$ cat config.mk
export PLATFORM = sky130hd
export DESIGN_NAME = mmu_job_scheduler
export DESIGN_NICKNAME = d
export VERILOG_FILES = /design/src/rtl/mmu_job_scheduler_pkg.sv /design/src/rtl/mmu_job_scheduler_rr_arb2.sv /design/src/rtl/mmu_job_scheduler.sv
export SDC_FILE = /design/constraint.sdc
export NUM_CORES = 1
export LEC_CHECK = 0
export CORE_ASPECT_RATIO = 0.7
export CORE_MARGIN = 5
export CORE_UTILIZATION = 41
export DETAILED_ROUTE_END_ITERATION = 8
export PLACE_DENSITY = 0.76
export SYNTH_ARGS = -nofsm -noshare
export SYNTH_HDL_FRONTEND = slang
export SYNTH_HIERARCHICAL = 1
export SYNTH_SLANG_ARGS = --single-unit
$ cat constraint.sdc
create_clock -name clk -period 2.9 [get_ports clk]
set_clock_uncertainty 0.1 [all_clocks]
set_input_delay 0.58 -clock clk [delete_from_list [all_inputs] [get_ports clk]]
set_output_delay 0.58 -clock clk [all_outputs]
set_load 0.02 [all_outputs]
$ cat src/rtl/mmu_job_scheduler_pkg.sv
`default_nettype none
// ============================================================================
// Module      : mmu_sched_pkg
// Description : Shared types and constants for the MMU job scheduler.
//               It provides the scheduler state encoding and the sizes of the
//               operand and result transfers.
// Revision    : 1.0 - initial release
// ============================================================================
package mmu_sched_pkg;

  localparam int NUM_OPERAND_BYTES = 8;
  localparam int NUM_RESULT_BYTES  = 8;

  typedef enum logic [2:0] {
    IDLE      = 3'd0,
    RST_MMU   = 3'd1,
    LOAD      = 3'd2,
    WAIT_DONE = 3'd3,
    CAPTURE   = 3'd4,
    RESPOND   = 3'd5
  } sched_state_e;

  // The same encodings as plain vectors, for the scheduler's state register.
  localparam logic [2:0] ST_IDLE      = IDLE;
  localparam logic [2:0] ST_RST_MMU   = RST_MMU;
  localparam logic [2:0] ST_LOAD      = LOAD;
  localparam logic [2:0] ST_WAIT_DONE = WAIT_DONE;
  localparam logic [2:0] ST_CAPTURE   = CAPTURE;
  localparam logic [2:0] ST_RESPOND   = RESPOND;

endpackage
`default_nettype wire

$ cat src/rtl/mmu_job_scheduler_rr_arb2.sv
`default_nettype none
// ============================================================================
// Module      : rr_arb2
// Description : Two-way round-robin arbiter with a last-grant pointer.
//               - When both requesters are active, the requester that did not
//                 win last time is granted.
//               - The pointer updates only on a grant.
//               - After reset, requester 0 is favoured.
// Ports       : clk, rst   - clock, synchronous active-high reset
//               i_en       - grants are allowed this cycle
//               i_req[1:0] - request vector
//               o_gnt[1:0] - one-hot grant (combinational)
// Revision    : 1.0 - initial release
// ============================================================================
module rr_arb2 (
  input  logic       clk,
  input  logic       rst,
  input  logic       i_en,
  input  logic [1:0] i_req,
  output logic [1:0] o_gnt
);

  // Requester that wins when both request.
  logic r_prio;

  always_comb begin
    o_gnt = 2'b00;
    if (i_en) begin
      if (i_req == 2'b11) begin
        o_gnt = r_prio ? 2'b10 : 2'b01;
      end else begin
        o_gnt = i_req;
      end
    end
  end

  always_ff @(posedge clk) begin
    if (rst) begin
      r_prio <= 1'b0;
    end else if (|o_gnt) begin
      // Granting requester 0 hands the next tie to requester 1, and the reverse.
      r_prio <= o_gnt[0];
    end
  end

endmodule
`default_nettype wire

$ cat src/rtl/mmu_job_scheduler.sv
`default_nettype none
// ============================================================================
// Module      : mmu_job_scheduler
// Description : Arbitrates two host requesters for one 2x2 matrix-multiply
//               unit. Each accepted job goes through these steps:
//               1. Reset the MMU control path.
//               2. Stream 8 operand bytes into operand memory.
//               3. Wait for mmu_done, with a timeout.
//               4. Capture 8 result bytes.
//               5. Return the result to the requester that won arbitration.
// Ports       : clk, rst                 - clock, synchronous active-high reset
//               req, operand0/1, transpose_req, gnt - requester side
//               mmu_rst, load_en, transpose, mem_we/waddr/wdata,
//               mmu_done, mmu_outdata    - MMU side
//               rsp_valid/ready/id/data/err, busy - response side
// Revision    : 1.0 - initial release
// ============================================================================
module mmu_job_scheduler
  import mmu_sched_pkg::*;
#(
  parameter int TIMEOUT_CYC = 64,
  parameter int TO_W        = 7
) (
  input  logic        clk,
  input  logic        rst,
  input  logic [1:0]  req,
  input  logic [63:0] operand0,
  input  logic [63:0] operand1,
  input  logic [1:0]  transpose_req,
  output logic [1:0]  gnt,
  output logic        mmu_rst,
  output logic        load_en,
  output logic        transpose,
  output logic        mem_we,
  output logic [2:0]  mem_waddr,
  output logic [7:0]  mem_wdata,
  input  logic        mmu_done,
  input  logic [7:0]  mmu_outdata,
  output logic        rsp_valid,
  input  logic        rsp_ready,
  output logic        rsp_id,
  output logic [63:0] rsp_data,
  output logic        rsp_err,
  output logic        busy
);

  localparam logic [2:0]      c_LAST_OP  = 3'(NUM_OPERAND_BYTES - 1);
  localparam logic [2:0]      c_LAST_RES = 3'(NUM_RESULT_BYTES - 1);
  localparam logic [TO_W-1:0] c_TO_LAST  = TO_W'(TIMEOUT_CYC - 1);

  logic [2:0]      r_state;
  logic [63:0]     r_op;
  logic            r_transpose;
  logic            r_id;
  logic [2:0]      r_byte_cnt;
  logic [TO_W-1:0] r_to_cnt;
  logic [63:0]     r_rsp_data;
  logic            r_rsp_err;

  logic            w_grant_en;
  logic [1:0]      w_gnt;
  logic [2:0]      w_wbyte_sel;

  // No grant may be issued while reset is held, even though the state is
  // already IDLE.
  assign w_grant_en = (r_state == ST_IDLE) && !rst;

  rr_arb2 u_arb (
    .clk   (clk),
    .rst   (rst),
    .i_en  (w_grant_en),
    .i_req (req),
    .o_gnt (w_gnt)
  );

  always_ff @(posedge clk) begin
    if (rst) begin
      r_state     <= ST_IDLE;
      r_op        <= 64'd0;
      r_transpose <= 1'b0;
      r_id        <= 1'b0;
      r_byte_cnt  <= 3'd0;
      r_to_cnt    <= '0;
      r_rsp_data  <= 64'd0;
      r_rsp_err   <= 1'b0;
    end else begin
      case (r_state)
        ST_IDLE: begin
          if (|w_gnt) begin
            r_op        <= w_gnt[1] ? operand1 : operand0;
            r_transpose <= w_gnt[1] ? transpose_req[1] : transpose_req[0];
            r_id        <= w_gnt[1];
            r_rsp_data  <= 64'd0;
            r_rsp_err   <= 1'b0;
            r_state     <= ST_RST_MMU;
          end
        end
        ST_RST_MMU: begin
          r_byte_cnt <= 3'd0;
          r_state    <= ST_LOAD;
        end
        ST_LOAD: begin
          r_byte_cnt <= r_byte_cnt + 3'd1;
          if (r_byte_cnt == c_LAST_OP) begin
            r_to_cnt <= '0;
            r_state  <= ST_WAIT_DONE;
          end
        end
        ST_WAIT_DONE: begin
          if (mmu_done) begin
            // Result bytes shift in from the bottom, so byte 0 ends up in [63:56].
            r_rsp_data <= {r_rsp_data[55:0], mmu_outdata};
            r_byte_cnt <= 3'd1;
            r_state    <= ST_CAPTURE;
          end else if (r_to_cnt == c_TO_LAST) begin
            r_rsp_err  <= 1'b1;
            r_rsp_data <= 64'd0;
            r_state    <= ST_RESPOND;
          end else begin
            r_to_cnt <= r_to_cnt + 1'b1;
          end
        end
        ST_CAPTURE: begin
          // The stream is already running; mmu_done is not consulted here.
          r_rsp_data <= {r_rsp_data[55:0], mmu_outdata};
          r_byte_cnt <= r_byte_cnt + 3'd1;
          if (r_byte_cnt == c_LAST_RES) begin
            r_state <= ST_RESPOND;
          end
        end
        ST_RESPOND: begin
          if (rsp_ready) begin
            r_state <= ST_IDLE;
          end
        end
        default: r_state <= ST_IDLE;
      endcase
    end
  end

  // Address k carries byte k counted from the MSB end of the operand word.
  assign w_wbyte_sel = c_LAST_OP - r_byte_cnt;

  assign gnt       = w_gnt;
  assign busy      = (r_state != ST_IDLE);
  // The MMU control path stays in reset whenever no job owns it.
  assign mmu_rst   = (r_state == ST_IDLE) || (r_state == ST_RST_MMU);
  assign load_en   = (r_state == ST_LOAD) || (r_state == ST_WAIT_DONE) ||
                     (r_state == ST_CAPTURE);
  assign mem_we    = (r_state == ST_LOAD);
  assign mem_waddr = mem_we ? r_byte_cnt : 3'd0;
  assign mem_wdata = mem_we ? r_op[{w_wbyte_sel, 3'b000} +: 8] : 8'd0;
  assign transpose = r_transpose && busy;
  assign rsp_valid = (r_state == ST_RESPOND);
  assign rsp_id    = r_id && rsp_valid;
  assign rsp_err   = r_rsp_err && rsp_valid;
  assign rsp_data  = rsp_valid ? r_rsp_data : 64'd0;

endmodule
`default_nettype wire

### After elaboration in Yosys (flattened, before gate mapping)

Cells that the tools add are included.

| operators by class | value |
|---|---|
| $add $sub $neg | 3 |
| equality and inequality tests | 17 |
| shift operators | 1 |
| multiplexer cells | 29 |
| reduce and logical (&&, ||, !) cells | 22 |

Operator list:

| operator | count |
|---|---|
| 64-bit two-way mux | 5 |
| 64-bit case mux with 3 select lines | 1 |
| 64-bit by 7-bit variable part select with 8-bit output | 1 |
| 3-bit two-way mux | 8 |
| 7-bit two-way mux | 3 |
| 3-bit case mux with 6 select lines | 1 |
| 7-bit case mux with 2 select lines | 1 |
| 2-bit != test, second input constant | 5 |
| 3-bit equality test, second input constant | 3 |
| 3-bit case mux with 3 select lines | 1 |
| 3-bit nonzero test | 3 |
| 8-bit two-way mux | 1 |
| 4-bit AND reduction | 2 |
| 7-bit by 1-bit adder with 7-bit output, second input constant | 1 |
| 7-bit by 6-bit equality test with 1-bit output, second input constant | 1 |
| 3-bit by 2-bit equality test with 1-bit output, second input constant | 2 |
| 2-bit two-way mux | 3 |
| 2-bit by 1-bit != test with 1-bit output, second input constant | 3 |
| 5-bit AND reduction | 1 |
| 1-bit logical AND | 4 |
| 1-bit two-way mux | 4 |
| 2-bit AND reduction | 2 |
| 2-bit nonzero test | 2 |
| 2-bit OR reduction | 2 |
| other kinds (10) | 12 |

| storage, ports and cells | value |
|---|---|
| register bits | 145 |
| bits of input ports | 144 |
| output and inout port bits | 85 |

### Depth between registers and ports, before layout

| logic depth | value |
|---|---|
| depth after elaboration | 6 |
| gate-level depth with buffers | 13 |
| mapped depth without buffers | 9 |

### Hierarchy

The synthesis kept the hierarchy.

By module, submodules not included:

| module | instances | cells each | area each (um^2) |
|---|---|---|---|
| mmu_job_scheduler | 1 | 662 | 6,680.2 |
| rr_arb2 | 1 | 8 | 55.1 |

### Least setup slack after synthesis

No wires, ideal clock.

| timing path | value |
|---|---|
| path kind | input -> register |
| start | in rst |
| end | reg r_rsp_data[56] |
| data arrival time | 2,939 ps |
| required time | 2,741 ps |
| path slack | -198 ps |
| stages | 12 |
| path buffers | 5 |
| path through | clkbuf_1 > buf_1 > buf_1 > nor2_1 > nand2_1 > a21oi_1 > clkbuf_1 > nor3_1 > nor3_1 > a211oi_4 > buf_6 > a22o_1 |

| on the way | value |
|---|---|
| word-level cells in the longest chain between the ends | 6 |

Ends and longest elaborated chain:

| element | RTL line | source |
|---|---|---|
| start: declaration | mmu_job_scheduler.sv:25 | `input logic rst,` |
| 1-bit zero test | mmu_job_scheduler.sv:66 | `assign w_grant_en = (r_state == ST_IDLE) && !rst;` |
| 1-bit logical AND | mmu_job_scheduler.sv:66 |  |
| net w_grant_en | mmu_job_scheduler.sv:60 | `logic w_grant_en;` |
| 2-bit two-way mux | mmu_job_scheduler_rr_arb2.sv:28 | `if (i_en) begin` |
| net gnt[1] | mmu_job_scheduler.sv:30 | `output logic [1:0] gnt,` |
| 2-bit OR reduction | mmu_job_scheduler.sv:89 | `if (\|w_gnt) begin` |
| 2-bit by 1-bit != test with 1-bit output (no source line) | - |  |
| 3-bit AND reduction (no source line) | - |  |
| end signal: assignment | mmu_job_scheduler.sv:112 | `r_rsp_data <= {r_rsp_data[55:0], mmu_outdata};` |
| end signal: assignment | mmu_job_scheduler.sv:125 | `r_rsp_data <= {r_rsp_data[55:0], mmu_outdata};` |
| end: declaration | mmu_job_scheduler.sv:57 | `logic [63:0] r_rsp_data;` |

The timed path passes the listed nets, and every way through them passes these cells.
A chain may end at the register's enable or synchronous reset.

### Worst setup path after layout

| timing path | value |
|---|---|
| start | reg r_byte_cnt[0] |
| end | out mem_wdata[1] |

| on the way | value |
|---|---|
| word-level cells in the longest chain between the ends | 3 |

Ends and longest elaborated chain:

| element | RTL line | source |
|---|---|---|
| start: declaration | mmu_job_scheduler.sv:55 | `logic [2:0] r_byte_cnt;` |
| start signal: assignment | mmu_job_scheduler.sv:103 | `r_byte_cnt <= r_byte_cnt + 3'd1;` |
| start signal: assignment | mmu_job_scheduler.sv:126 | `r_byte_cnt <= r_byte_cnt + 3'd1;` |
| 3-bit subtractor | mmu_job_scheduler.sv:142 | `assign w_wbyte_sel = c_LAST_OP - r_byte_cnt;` |
| 64-bit by 7-bit variable part select with 8-bit output | mmu_job_scheduler.sv:152 | `assign mem_wdata = mem_we ? r_op[{w_wbyte_sel, 3'b000} +: 8] : 8'd0;` |
| 8-bit two-way mux | mmu_job_scheduler.sv:152 |  |
| end: declaration | mmu_job_scheduler.sv:36 | `output logic [7:0] mem_wdata,` |

No other way between the ends.

==> load_flow_metrics.sql <==
INSERT INTO impl_metrics (metric_group, metric, value, unit) VALUES
('logic_synthesis', 'synth_sequential_area_ratio', '43.1', '%'),
('sta', 'worst-slew-pin-transition', '0.890', 'ns'),
('layout', 'final_common_cell', 'sky130_fd_sc_hd__clkdlybuf4s50_1', ''),
('placement', 'placed_cell_area', '9220', 'um^2'),
('layout', 'post_layout_nonfiller_instances', '1112', ''),
('pwr', 'static_leakage_power', '4.77', 'nW'),
('setup_path', 'cp_slowest_stage_delay', '0.57', 'ns'),
('setup_path', 'cp_num_buf_inv', '2', ''),
('layout', 'antennaDiodeCount', '0', ''),
('pwr', 'power-per-cell-area', '533', 'nW/um^2'),
('sta', 'timing_hold_violations_final', '0', ''),
('logic_synthesis', 'async_reset_ff_share', '0', '%'),
('die', 'std_cell_rows', '39', ''),
('pwr', 'combinationalPowerShare', '16.8', '%'),
('setup_path', 'crit_path_max_fanout', '22', ''),
('die', 'core_area', '16200', 'um^2'),
('layout', 'fill_cells', '1399', ''),
('sta', 'slew_violations', '0', ''),
('die', 'die_w', '163', 'um'),
('layout', 'multiInputGateArea', '3490', 'um^2'),
('logic_synthesis', 'register_bit_total_from_synthesis', '145', ''),
('clocking', 'tritoncts_clock_tree', 'built', ''),
('logic_synthesis', 'postSynthAreaPerCell', '10.1', 'um^2'),
('sta', 'rsz0062_at_grt', 'false', ''),
('pwr', 'p_sw', '1.42', 'mW'),
('clocking', 'cts.path.max_buffers', '2', ''),
('placement', 'placed_cells', '1080', ''),
('layout', 'areaGrowthSynthToFinish', '47.9', '%'),
('outcome', 'run_status', 'finished, final reports clean', ''),
('placement', 'gpl.final_weighted_congestion', '0.806', ''),
('clocking', 'cts.htree.levels', '4', ''),
('die', 'floorplan.initialDensity', '41.6', '%'),
('global_route', 'first_pass_grt_wire_length', '30.1', 'mm'),
('layout', 'most-common-layout-cells', 'sky130_fd_sc_hd__clkdlybuf4s50_1, sky130_fd_sc_hd__dfxtp_1, sky130_fd_sc_hd__nor2_1, sky130_fd_sc_hd__mux2i_1, sky130_fd_sc_hd__and2_1', ''),
('global_route', 'antenna_found_initial', '0', ''),
('die', 'chipHeight', '117', 'um'),
('logic_synthesis', 'yosysUniqueCellTypes', '46', ''),
('hold_path', 'hold_class', 'reg -> reg', ''),
('clocking', 'clkLatencyLatePin', '0.42', 'ns'),
('layout', 'final_nets', '1021', ''),
('clocking', 'clk_transition_reported_paths', '0.06', 'ns'),
('route', 'detailroute.via_count', '5720', ''),
('logic_synthesis', 'synth-warning-count', '6', ''),
('die', 'design.portCount', '229', ''),
('setup_path', 'required', '2.22', 'ns'),
('logic_synthesis', 'syn_area', '6740', 'um^2'),
('run', 'max_cap_violations', '0', ''),
('route', 'route.detailed.vias_per_inst', '5.14', ''),
('pwr', 'ir_drop', '0.308', 'mV'),
('sta', 'final_layout_setup_total_negative_slack', '0', 'ns'),
('global_route', 'grt_start_max_net_pins', '81', ''),
('layout', 'post-route-util', '61.5', '%'),
('route', 'finalWirelength', '19.1', 'mm'),
('pwr', 'seq_power_share', '41.7', '%'),
('route', 'drt.antenna.violating_nets', '0', ''),
('layout', 'drive_gt1_share', '9.13', '%'),
('route', 'drc_violations', '0', ''),
('sta', 'timing.final.crit_period', '2.78', 'ns'),
('setup_path', 'endpoint_kind', 'primary output', ''),
('logic_synthesis', 'syn-num-nets', '817', ''),
('layout', 'stdcell_area', '9960', 'um^2'),
('pwr', 'power_report.internal_total', '3.89', 'mW'),
('setup_path', 'critPathTopFamily', 'multiplexers', ''),
('global_route', 'first_global_vias', '5674', ''),
('clocking', 'cts_buffers', '17', ''),
('logic_synthesis', 'ys_dominant_reg_cell', 'sky130_fd_sc_hd__dfxtp_1', ''),
('route', 'drtPass1Iterations', '5', ''),
('pwr', 'switching_fraction', '26.7', '%'),
('route', 'drtIter0Drc', '323', ''),
('global_route', 'globalRouteOverflowTotal', '0', ''),
('pwr', 'totalPowerFinal', '5.31', 'mW');
==> synthesized netlist by cell type (all sizes together), types with 2 or more instances <==
cell     instances  share of area, %
a21oi           14               1.0
a211oi          66               7.5
nand3            3              0.22
a31oi            2              0.19
o31ai            2              0.43
inv              7              0.39
nand2b           2              0.19
o2bb2ai          2              0.26
nor2b            4              0.37
o21ai            8              0.59
nor3             5              0.45
a22o            65               8.5
nor2            87               4.9
mux4            16               5.4
or3              3              0.28
and2            71               6.6
nand2           11              0.61
clkbuf          20               1.1
buf             42               4.0
dfxtp          145                43
ha               3              0.56
mux2i           76                11
==> logic make-up after synthesis <==
| kind of cell | share of synthesized area [%] |
|---|---|
| AOI/OAI and AO/OA | 20.0 |
| DFF | 43.1 |
| and+or+nand+nor | 14.1 |
| xor gates and xnor gates | 0.130 |
| buffers and inverters | 5.48 |
| muxes | 16.6 |
| adders and majority gates | 0.557 |
==> routing by layer <==
| metal | global-route usage (%) | vias up | routed length, um |
|---|---|---|---|
| li1 | - | 2848 | - |
| met1 | 28.5 | 2715 | 9350 |
| met2 | 29.6 | 142 | 8520 |
| met3 | 5.08 | 15 | 1050 |
| met4 | 5.87 | 0 | 203 |
| met5 | 0 | - | 0 |
==> through the flow <==
step,hold WS (ns),worst slack (ns)
after floorplan,0.340,0.0113
after global placement,0.356,0.181
after detailed placement,0.359,0.168
after CTS,0.377,0.00608
after global routing,0.389,0.00183
final,0.377,0.121
==> layout make-up <==
type | instances | share of cell area, %
clock buffer | 17 | 4.27
timing repair buffer | 247 | 26.7
clock inverter | 15 | 1.72
sequential | 145 | 29.2
tap | 225 | 2.83
inverter | 7 | 0.264
multi-input combinational | 456 | 35.1
==> power groups by stage <==
stage / clock network [mW] / logic (mW) / registers (mW)
6_report: 2.20 / 0.892 / 2.21
5_1_grt: 2.34 / 0.987 / 2.23
4_1_cts: 2.25 / 0.900 / 2.21
3_5_place_dp: 0 / 0.899 / 2.25
3_3_place_gp: 0 / 0.885 / 2.25
2_1_floorplan: 0 / 0.563 / 2.22
==> registers in the layout, summed over array words and instances (netlist names) <==
signal	cells
r_to_cnt	7
r_transpose	1
r_op	64
r_rsp_err	1
u_arb/r_prio	1
r_state	3
r_byte_cnt	3
r_id	1
r_rsp_data	64
==> timing repair <==
action	4_1_cts	5_1_grt
resized for setup	18	64
setup buffers	0	0
endpoints found under the setup margin	76	64
hold buffers	0	0
==> worst paths after layout <==
| path | end | slack, ns | from | depth (start not counted) |
|---|---|---|---|---|
| setup / recovery | mem_wdata[1] | 0.12 | r_byte_cnt[0] | 5 |
| hold / removal | r_rsp_data[56] | 0.38 | r_rsp_data[56] | 1 |
| setup reg to reg | r_op[62] | 0.37 | r_state[1] | 11 |
| hold reg to reg | r_rsp_data[56] | 0.38 | r_rsp_data[56] | 1 |
(Power assumes the default switching activity.)
